[src/rtl/disp_timing_pkg.sv]
// ============================================================================
// Module      : disp_timing_pkg
// Description : Default raster timing and BT.601 colour-bar table for the
//               micro-display timing generator.
// Revision    : 1.0 - initial release
// ============================================================================
`default_nettype none

package disp_timing_pkg;

    localparam int CNT_W = 10;

    localparam int DEF_H_SYNC   = 62;
    localparam int DEF_H_BP     = 60;
    localparam int DEF_H_ACTIVE = 640;
    localparam int DEF_H_FP     = 96;
    localparam int DEF_V_SYNC   = 6;
    localparam int DEF_V_BP     = 30;
    localparam int DEF_V_ACTIVE = 400;
    localparam int DEF_V_FP     = 89;

    localparam int H_TOTAL     = DEF_H_SYNC + DEF_H_BP + DEF_H_ACTIVE + DEF_H_FP;
    localparam int V_TOTAL     = DEF_V_SYNC + DEF_V_BP + DEF_V_ACTIVE + DEF_V_FP;
    localparam int H_ACT_START = DEF_H_SYNC + DEF_H_BP;
    localparam int V_ACT_START = DEF_V_SYNC + DEF_V_BP;

    localparam logic [15:0] GREY_PIX  = 16'h8080;
    localparam logic [15:0] BLACK_PIX = 16'h1080;

    // Bar 0 (white) sits in the least significant byte, bar 7 (black) in the top.
    localparam logic [7:0][7:0] BAR_Y  = {8'd16,  8'd41,  8'd81,  8'd106,
                                          8'd145, 8'd170, 8'd210, 8'd235};
    localparam logic [7:0][7:0] BAR_CB = {8'd128, 8'd240, 8'd90,  8'd202,
                                          8'd54,  8'd166, 8'd16,  8'd128};
    localparam logic [7:0][7:0] BAR_CR = {8'd128, 8'd110, 8'd240, 8'd222,
                                          8'd34,  8'd16,  8'd146, 8'd128};

    function automatic logic [15:0] bar_pixel(input logic [2:0] idx, input logic odd);
        return {BAR_Y[idx], (odd ? BAR_CR[idx] : BAR_CB[idx])};
    endfunction

endpackage

`default_nettype wire

[src/rtl/disp_pattern_gen.sv]
// ============================================================================
// Module      : disp_pattern_gen
// Description : Active-video column tracking and colour-bar / grey pixel mux.
// Revision    : 1.0 - initial release
// ============================================================================
`default_nettype none

module disp_pattern_gen
    import disp_timing_pkg::*;
#(
    parameter int H_ACTIVE = DEF_H_ACTIVE
) (
    input  logic        clk,
    input  logic        rst_n,
    input  logic        enable,
    input  logic        active,
    input  logic        disp_bars,
    input  logic        disp_grey,
    output logic [15:0] data
);

    localparam int               c_bar_w    = H_ACTIVE / 8;
    localparam logic [CNT_W-1:0] c_bar_last = CNT_W'(c_bar_w - 1);

    logic [CNT_W-1:0] r_bar_px;
    logic [2:0]       r_bar_idx;
    logic             r_px_odd;
    logic [15:0]      w_pix;

    always_comb begin
        w_pix = '0;
        if (active) begin
            if (disp_bars)
                w_pix = bar_pixel(r_bar_idx, r_px_odd);
            else if (disp_grey)
                w_pix = GREY_PIX;
            else
                w_pix = BLACK_PIX;
        end
    end

    // Column position is kept as a bar index plus offset so no divider is needed.
    always_ff @(posedge clk or negedge rst_n) begin
        if (!rst_n) begin
            r_bar_px  <= '0;
            r_bar_idx <= '0;
            r_px_odd  <= 1'b0;
            data      <= '0;
        end else if (!enable || !active) begin
            r_bar_px  <= '0;
            r_bar_idx <= '0;
            r_px_odd  <= 1'b0;
            data      <= '0;
        end else begin
            r_px_odd <= ~r_px_odd;
            data     <= w_pix;
            if (r_bar_px == c_bar_last) begin
                r_bar_px  <= '0;
                r_bar_idx <= r_bar_idx + 3'd1;
            end else begin
                r_bar_px <= r_bar_px + 1'b1;
            end
        end
    end

endmodule

`default_nettype wire

[src/rtl/disp_timing_gen.sv]
// ============================================================================
// Module      : disp_timing_gen
// Description : Free-running raster timing generator with registered syncs,
//               data enable and built-in test pattern.
// Revision    : 1.0 - initial release
// ============================================================================
`default_nettype none

module disp_timing_gen
    import disp_timing_pkg::*;
#(
    parameter int H_SYNC   = DEF_H_SYNC,
    parameter int H_BP     = DEF_H_BP,
    parameter int H_ACTIVE = DEF_H_ACTIVE,
    parameter int H_FP     = DEF_H_FP,
    parameter int V_SYNC   = DEF_V_SYNC,
    parameter int V_BP     = DEF_V_BP,
    parameter int V_ACTIVE = DEF_V_ACTIVE,
    parameter int V_FP     = DEF_V_FP
) (
    input  logic        clk,
    input  logic        rst_n,
    input  logic        enable,
    input  logic        disp_grey,
    input  logic        disp_bars,
    output logic [15:0] data,
    output logic        hs_n,
    output logic        vs_n,
    output logic        de
);

    localparam int c_h_total = H_SYNC + H_BP + H_ACTIVE + H_FP;
    localparam int c_v_total = V_SYNC + V_BP + V_ACTIVE + V_FP;

    localparam logic [CNT_W-1:0] c_h_last      = CNT_W'(c_h_total - 1);
    localparam logic [CNT_W-1:0] c_v_last      = CNT_W'(c_v_total - 1);
    localparam logic [CNT_W-1:0] c_h_sync      = CNT_W'(H_SYNC);
    localparam logic [CNT_W-1:0] c_v_sync      = CNT_W'(V_SYNC);
    localparam logic [CNT_W-1:0] c_h_act_start = CNT_W'(H_SYNC + H_BP);
    localparam logic [CNT_W-1:0] c_h_act_end   = CNT_W'(H_SYNC + H_BP + H_ACTIVE);
    localparam logic [CNT_W-1:0] c_v_act_start = CNT_W'(V_SYNC + V_BP);
    localparam logic [CNT_W-1:0] c_v_act_end   = CNT_W'(V_SYNC + V_BP + V_ACTIVE);

    logic [CNT_W-1:0] r_h_cnt;
    logic [CNT_W-1:0] r_v_cnt;
    logic             w_h_wrap;
    logic             w_v_wrap;
    logic             w_hs_n;
    logic             w_vs_n;
    logic             w_active;

    always_comb begin
        w_h_wrap = (r_h_cnt == c_h_last);
        w_v_wrap = (r_v_cnt == c_v_last);
        w_hs_n   = !(r_h_cnt < c_h_sync);
        w_vs_n   = !(r_v_cnt < c_v_sync);
        w_active = (r_h_cnt >= c_h_act_start) && (r_h_cnt < c_h_act_end) &&
                   (r_v_cnt >= c_v_act_start) && (r_v_cnt < c_v_act_end);
    end

    always_ff @(posedge clk or negedge rst_n) begin
        if (!rst_n) begin
            r_h_cnt <= '0;
            r_v_cnt <= '0;
        end else if (!enable) begin
            r_h_cnt <= '0;
            r_v_cnt <= '0;
        end else if (w_h_wrap) begin
            r_h_cnt <= '0;
            r_v_cnt <= w_v_wrap ? '0 : r_v_cnt + 1'b1;
        end else begin
            r_h_cnt <= r_h_cnt + 1'b1;
        end
    end

    // Outputs lag the counters by one clock so the first enabled edge shows (0,0).
    always_ff @(posedge clk or negedge rst_n) begin
        if (!rst_n) begin
            hs_n <= 1'b1;
            vs_n <= 1'b1;
            de   <= 1'b0;
        end else begin
            hs_n <= enable ? w_hs_n : 1'b1;
            vs_n <= enable ? w_vs_n : 1'b1;
            de   <= enable & w_active;
        end
    end

    disp_pattern_gen #(
        .H_ACTIVE (H_ACTIVE)
    ) u_pattern (
        .clk       (clk),
        .rst_n     (rst_n),
        .enable    (enable),
        .active    (w_active),
        .disp_bars (disp_bars),
        .disp_grey (disp_grey),
        .data      (data)
    );

endmodule

`default_nettype wire

[config.mk]
export PLATFORM = sky130hd
export DESIGN_NAME = disp_timing_gen
export DESIGN_NICKNAME = d
export VERILOG_FILES = /design/src/rtl/disp_timing_pkg.sv /design/src/rtl/disp_pattern_gen.sv /design/src/rtl/disp_timing_gen.sv
export SDC_FILE = /design/constraint.sdc
export NUM_CORES = 1
export LEC_CHECK = 0
export CORE_MARGIN = 2
export CORE_UTILIZATION = 48
export DETAILED_ROUTE_END_ITERATION = 16
export PLACE_DENSITY = 0.68
export SLEW_MARGIN = 25
export SYNTH_ARGS = -nofsm -noshare
export SYNTH_HDL_FRONTEND = slang
export SYNTH_SLANG_ARGS = --single-unit
[constraint.sdc]
create_clock -name clk -period 3.35 [get_ports clk]
set_input_delay 0.67 -clock clk [delete_from_list [all_inputs] [get_ports clk]]
set_output_delay 0.67 -clock clk [all_outputs]
set_load 0.02 [all_outputs]
## After elaboration in Yosys (flattened, before gate mapping)

Memory sizes are Yosys's and may differ from the RTL's.
Index checks and enable logic that the tools add are counted.

- Bits in read-only memories: 192
- Word-level logic and storage cells: 58
- Input bits: 5
- Memories: 3
- Bits in registers: 53

- Reductions and logical operators: 9
- Order comparisons: 7
- $add $sub $neg: 4
- Bitwise gates (word level): 2
- Equality and inequality tests: 4
- Muxes and demuxes: 20

Memories:

| name | words | width | read ports | clocked after Yosys merged registers in | wr ports | RTL line | text |
|---|---|---|---|---|---|---|---|
| (no name shown) | 8 | 8 | 1 | 0 | 0 | disp_timing_pkg.sv:39 | `return {BAR_Y[idx], (odd ? BAR_CR[idx] : BAR_CB[idx])};` |
| (no name shown) | 8 | 8 | 1 | 0 | 0 | disp_timing_pkg.sv:39 |  |
| (no name shown) | 8 | 8 | 1 | 0 | 0 | disp_timing_pkg.sv:39 |  |

Operator list:

| operator | number |
|---|---|
| $mux W10 | 7 |
| $mux W16 | 4 |
| $mux W8 | 4 |
| $add A10 B1 Y10 const B | 3 |
| $eq A10 B10 Y1 const B | 2 |
| $eq A10 B7 Y1 const B | 1 |
| $ge A10 B6 Y1 const B | 1 |
| $ge A10 B7 Y1 const B | 1 |
| $lt A10 B10 Y1 const B | 1 |
| $lt A10 B3 Y1 const B | 1 |
| $lt A10 B6 Y1 const B | 1 |
| $lt A10 B9 Y1 const B | 1 |
| $mux W3 | 2 |
| $logic_not A1 Y1 | 4 |
| $lt A3 B4 Y1 const B | 1 |
| $add A3 B1 Y3 const B | 1 |
| $logic_and A1 B1 Y1 | 3 |
| $mux W1 | 3 |
| $ne A2 B1 Y1 const B | 1 |
| $reduce_bool A2 Y1 | 1 |
| $and A1 B1 Y1 | 1 |
| $logic_or A1 B1 Y1 | 1 |
| $not A1 Y1 | 1 |

## Logic depth before layout (Yosys ltp)

- Depth in word-level cells: 7
- Mapped depth: 7

## Modules after synthesis

From an unflattened synthesis, not the netlist that was laid out.

- Cell total of the unflattened synthesis: 281
- Area total of the unflattened synthesis: 2678.8 um^2

Modules (own cells, without submodules):

| module | cells each | times used | area an instance (um^2) |
|---|---|---|---|
| disp_pattern_gen | 138 | 1 | 1398.8 |
| disp_timing_gen | 143 | 1 | 1280.0 |

## Worst setup path after synthesis

Ideal clock, no wire load.

- Path type: register to register
- Start point: reg r_h_cnt[2]
- End point: reg r_v_cnt[2]
- Setup slack: 1.534 ns
- Data arrival time: 1.742 ns
- Data required time: 3.277 ns
- Period minus slack after synthesis: 1.816 ns
- Library setup time: 0.073 ns
- Path buffers: 2
- Stages on the path, launching flop included: 7
- Cells stage by stage: dfrtp_1 > buf_6 > or3b_4 > o31a_1 > buf_6 > or3_4 > a21oi_2

- Word-level cells in the longest chain between the ends: 2

Ends and longest elaborated chain:

| what | RTL line | text |
|---|---|---|
| start: declaration | disp_timing_gen.sv:44 | `logic [CNT_W-1:0] r_h_cnt;` |
| start signal: assignment | disp_timing_gen.sv:72 | `r_h_cnt <= r_h_cnt + 1'b1;` |
| $eq A10 B10 Y1 | disp_timing_gen.sv:53 | `w_h_wrap = (r_h_cnt == c_h_last);` |
| $ne A2 B1 Y1 (no source line) | - |  |
| end signal: assignment | disp_timing_gen.sv:70 | `r_v_cnt <= w_v_wrap ? '0 : r_v_cnt + 1'b1;` |
| end: declaration | disp_timing_gen.sv:45 | `logic [CNT_W-1:0] r_v_cnt;` |

No other way between the ends.
A chain may end at the register's enable or synchronous reset.

## Final worst setup path

- Start point: in enable
- End point: reg u_pattern.data[5]

- Word-level cells in the longest chain between the ends: 3

Ends and longest elaborated chain:

| what | RTL line | text |
|---|---|---|
| start: declaration | disp_timing_gen.sv:23 | `input logic enable,` |
| $logic_not A1 Y1 | disp_pattern_gen.sv:49 | `end else if (!enable \|\| !active) begin` |
| $logic_or A1 B1 Y1 | disp_pattern_gen.sv:49 |  |
| $mux W16 | disp_pattern_gen.sv:49 |  |
| end signal: assignment | disp_pattern_gen.sv:56 | `data <= w_pix;` |
| end: declaration | disp_pattern_gen.sv:19 | `output logic [15:0] data` |

No other way between the ends.

==> flow_summary_export.csv <==
group,metric,value,unit
status,outcome,"finished, final reports clean",
cts,worstSkewPairLatency,0.32,ns
timing,fmax,453,MHz
power_and_ir_drop,total_power,1.10,mW
grt,grt_max_degree,51,
worst_setup_path,crit_path_max_incr_delay,0.68,ns
cts,post-cts-setup-buffers,0,
grt,grt.overflow.total,0,
synthesis,synth_area_leaders,"dfrtp_1 (45%), ha_1 (7.5%), nor3_1 (4.7%)",
synthesis,yosysMostFrequentCell,"dfrtp_1",
cts,clk_pin_slew,0.10,ns
grt,grt_pass1_wl,8800,um
timing,final-hold-violation-count,0,
worst_setup_path,critPathBufInv,1,
worst_setup_path,timing.rr.start,"r_h_cnt[2]",
final_layout,drive_gt1_share,9.75,%
synthesis,synth.yosys.seq_area_share,46.8,%
grt,track_usage,17.9,%
grt,antenna_found_initial,0,
drt,vias_per_cell,5.60,
synthesis,synth_top_area_share,44.8,%
worst_setup_path,reg2regPathDepth,5,
worst_setup_path,end_kind,"register",
timing,fin_skew,0.0115,ns
power_and_ir_drop,p_per_area,366,nW/um^2
worst_setup_path,crit_required,3.57,ns
worst_setup_path,r2r_setup_slack,1.16,ns
cts,clockBufferDepth,2,
synthesis,ys_types,54,
synthesis,syn_area,2680,um^2
drt,wl_per_cell,14.2,um
floorplanning,die_w,78.7,um
worst_setup_path,startpoint,"enable",
final_layout,multi_input_area,1290,um^2
cts,cts-resized-gates,0,
timing,period_minus_slack,2.21,ns
timing,period_share,65.9,%
cts,cts_num_sinks,50,
power_and_ir_drop,p_leak,1.22,nW
worst_setup_path,cp_slowest_cell,"clkdlybuf4s50_1",
synthesis,yosys_warnings,0,
flow_run,drv_cap,0,
floorplanning,pin_count,24,
placement,place.gp.congestion,0.811,
floorplanning,die_y,78.7,um
power_and_ir_drop,ir_drop,185,uV
worst_setup_path,worstPathArrival,2.43,ns
drt,drc_errors,0,
placement,port_buffers,21,
synthesis,synth_common_cells,"dfrtp_1 (48), nor3_1 (25), nor2_1 (20)",
final_layout,antenna_cells,0,
timing,whs,0.346,ns
placement,hpwl,3360,um
final_layout,seqCellArea,1250,um^2
floorplanning,row_count,27,
cts,htree_levels,2,
worst_setup_path,startpoint_type,"input port",
worst_setup_path,crit_family,"simple AND/OR/NAND/NOR gates",
cts,holdBufCountCts,0,
worst_setup_path,r2r_end,"r_v_cnt[8]",
synthesis,ys.flop_type,"dfrtp_1",
timing,setup_viol,0,
final_layout,nFillCells,478,
timing,slew_headroom,33.5,%
synthesis,synth-edff-count,0,
drt,antenna_left,0,
floorplanning,start_util,49.3,%
timing,totalNegativeSetupSlack,0,ns
synthesis,netlist_instances,261,
cts,root_buffer,"clkbuf_8",
synthesis,async_flop_share,100,%
cts,cts_tree,"done",
worst_setup_path,cp_max_fo,10,
final_layout,finish.utilization,55.5,%
synthesis,synth-seq-cells,50,
timing,rsz0062_at_grt,"false",
drt,vias,1953,
drt,drt_iter0_markers,61,
worst_hold_path,hp-class,"input port to asynchronous set/reset pin",
floorplanning,core,5440,um^2
final_layout,finalNetCount,297,
synthesis,syn_area_per_cell,10.3,um^2
timing,worstMarginPinSlew,0.998,ns
floorplanning,die_area,6200,um^2
worst_setup_path,crit_path_cell_trace,"clkdlybuf4s50_1 > nand2b_1 > a21oi_1 > nand4_1 > nor3b_1",
grt,grt_pass1_vias,1905,
timing,drv_slew,0,
synthesis,yosysTopAreaCell,"dfrtp_1",
final_layout,synthToLayoutAreaGrowth,12.6,%
cts,numCtsBuffers,5,
drt,wl,4960,um
worst_setup_path,path_class,"input port to register",
drt,first_pass_iters,4,
==> through the flow <==
step	cell area, um^2	std cells	setup slack [ns]
final	3020	349	1.14
after global routing	3020	349	0.958
after CTS	3020	349	1.14
after detailed placement	2900	341	0.813
after global placement	2900	341	0.879
after floorplan	2680	262	1.53
==> registers in the layout, indices dropped and copies added (netlist names) <==
register / cells
de: 1
hs_n: 1
r_h_cnt: 10
r_v_cnt: 10
u_pattern.data: 13
u_pattern.r_bar_idx: 3
u_pattern.r_bar_px: 10
u_pattern.r_px_odd: 1
vs_n: 1
==> cells in the final DEF, fill, tap and decap left out, types with 3 or more instances in the layout <==
master / synthesis / routed
dfrtp_1: 48 / 48
nor3_1: 25 / 25
nor2_1: 20 / 20
clkdlybuf4s50_1: 0 / 20
ha_1: 16 / 16
nand3_1: 11 / 11
nand2_1: 11 / 11
xnor2_1: 10 / 10
inv_1: 9 / 9
o21ai_0: 9 / 9
a21oi_1: 10 / 9
or3_1: 8 / 8
nor4_1: 6 / 6
xor2_1: 6 / 6
mux2i_1: 6 / 6
nand4_1: 5 / 5
clkbuf_8: 1 / 5
buf_4: 3 / 4
o211ai_1: 3 / 3
a211oi_1: 3 / 3
==> final cells by class <==
| class | instances | area share [%] |
|---|---|---|
| clock buffer | 5 | 2.28 |
| clock inverter | 3 | 1.58 |
| inverter | 9 | 1.12 |
| multi-input combinational | 186 | 42.9 |
| sequential | 50 | 41.5 |
| tap | 72 | 2.99 |
| timing repair buffer | 24 | 7.63 |
==> power by group <==
part	leakage, nW	switching, mW	total [mW]	internal (mW)
Sequential	0.689	0.00514	0.613	0.608
Clock	0.0591	0.219	0.447	0.228
Combinational	0.468	0.0302	0.0441	0.0139
Total	1.22	0.254	1.10	0.850
==> how the worst max path moves through the flow <==
stage | end | slack (ns) | cells past startpoint
2_1_floorplan | r_v_cnt[2] | 1.53 | 6
3_3_place_gp | u_pattern.data[5] | 0.88 | 5
3_5_place_dp | u_pattern.data[6] | 0.81 | 5
4_1_cts | r_v_cnt[8] | 1.14 | 5
5_1_grt | u_pattern.data[2] | 0.96 | 5
6_report | u_pattern.data[5] | 1.14 | 5
==> cells by family (layout without fill, tap and decap cells) <==
| logic type | count (synthesis) | in the layout | synth area share [%] |
|---|---|---|---|
| muxes | 9 | 9 | 4.34 |
| DFF | 50 | 50 | 46.8 |
| adders and majority gates | 16 | 16 | 7.47 |
| xor gates and xnor gates | 16 | 16 | 5.23 |
| AOI/OAI and AO/OA | 39 | 39 | 9.85 |
| and+or+nand+nor | 104 | 104 | 21.0 |
| buffers and inverters | 26 | 41 | 5.23 |
| other | 1 | 2 | 0.140 |
==> layer usage <==
| layer | wire length, um | GRT usage [%] |
|---|---|---|
| met1 | 2490 | 25.3 |
| met3 | 116 | 3.86 |
| met4 | 59 | 5.09 |
| met5 | 0 | 0 |
| met2 | 2290 | 27.8 |
(Power assumes the default switching activity.)
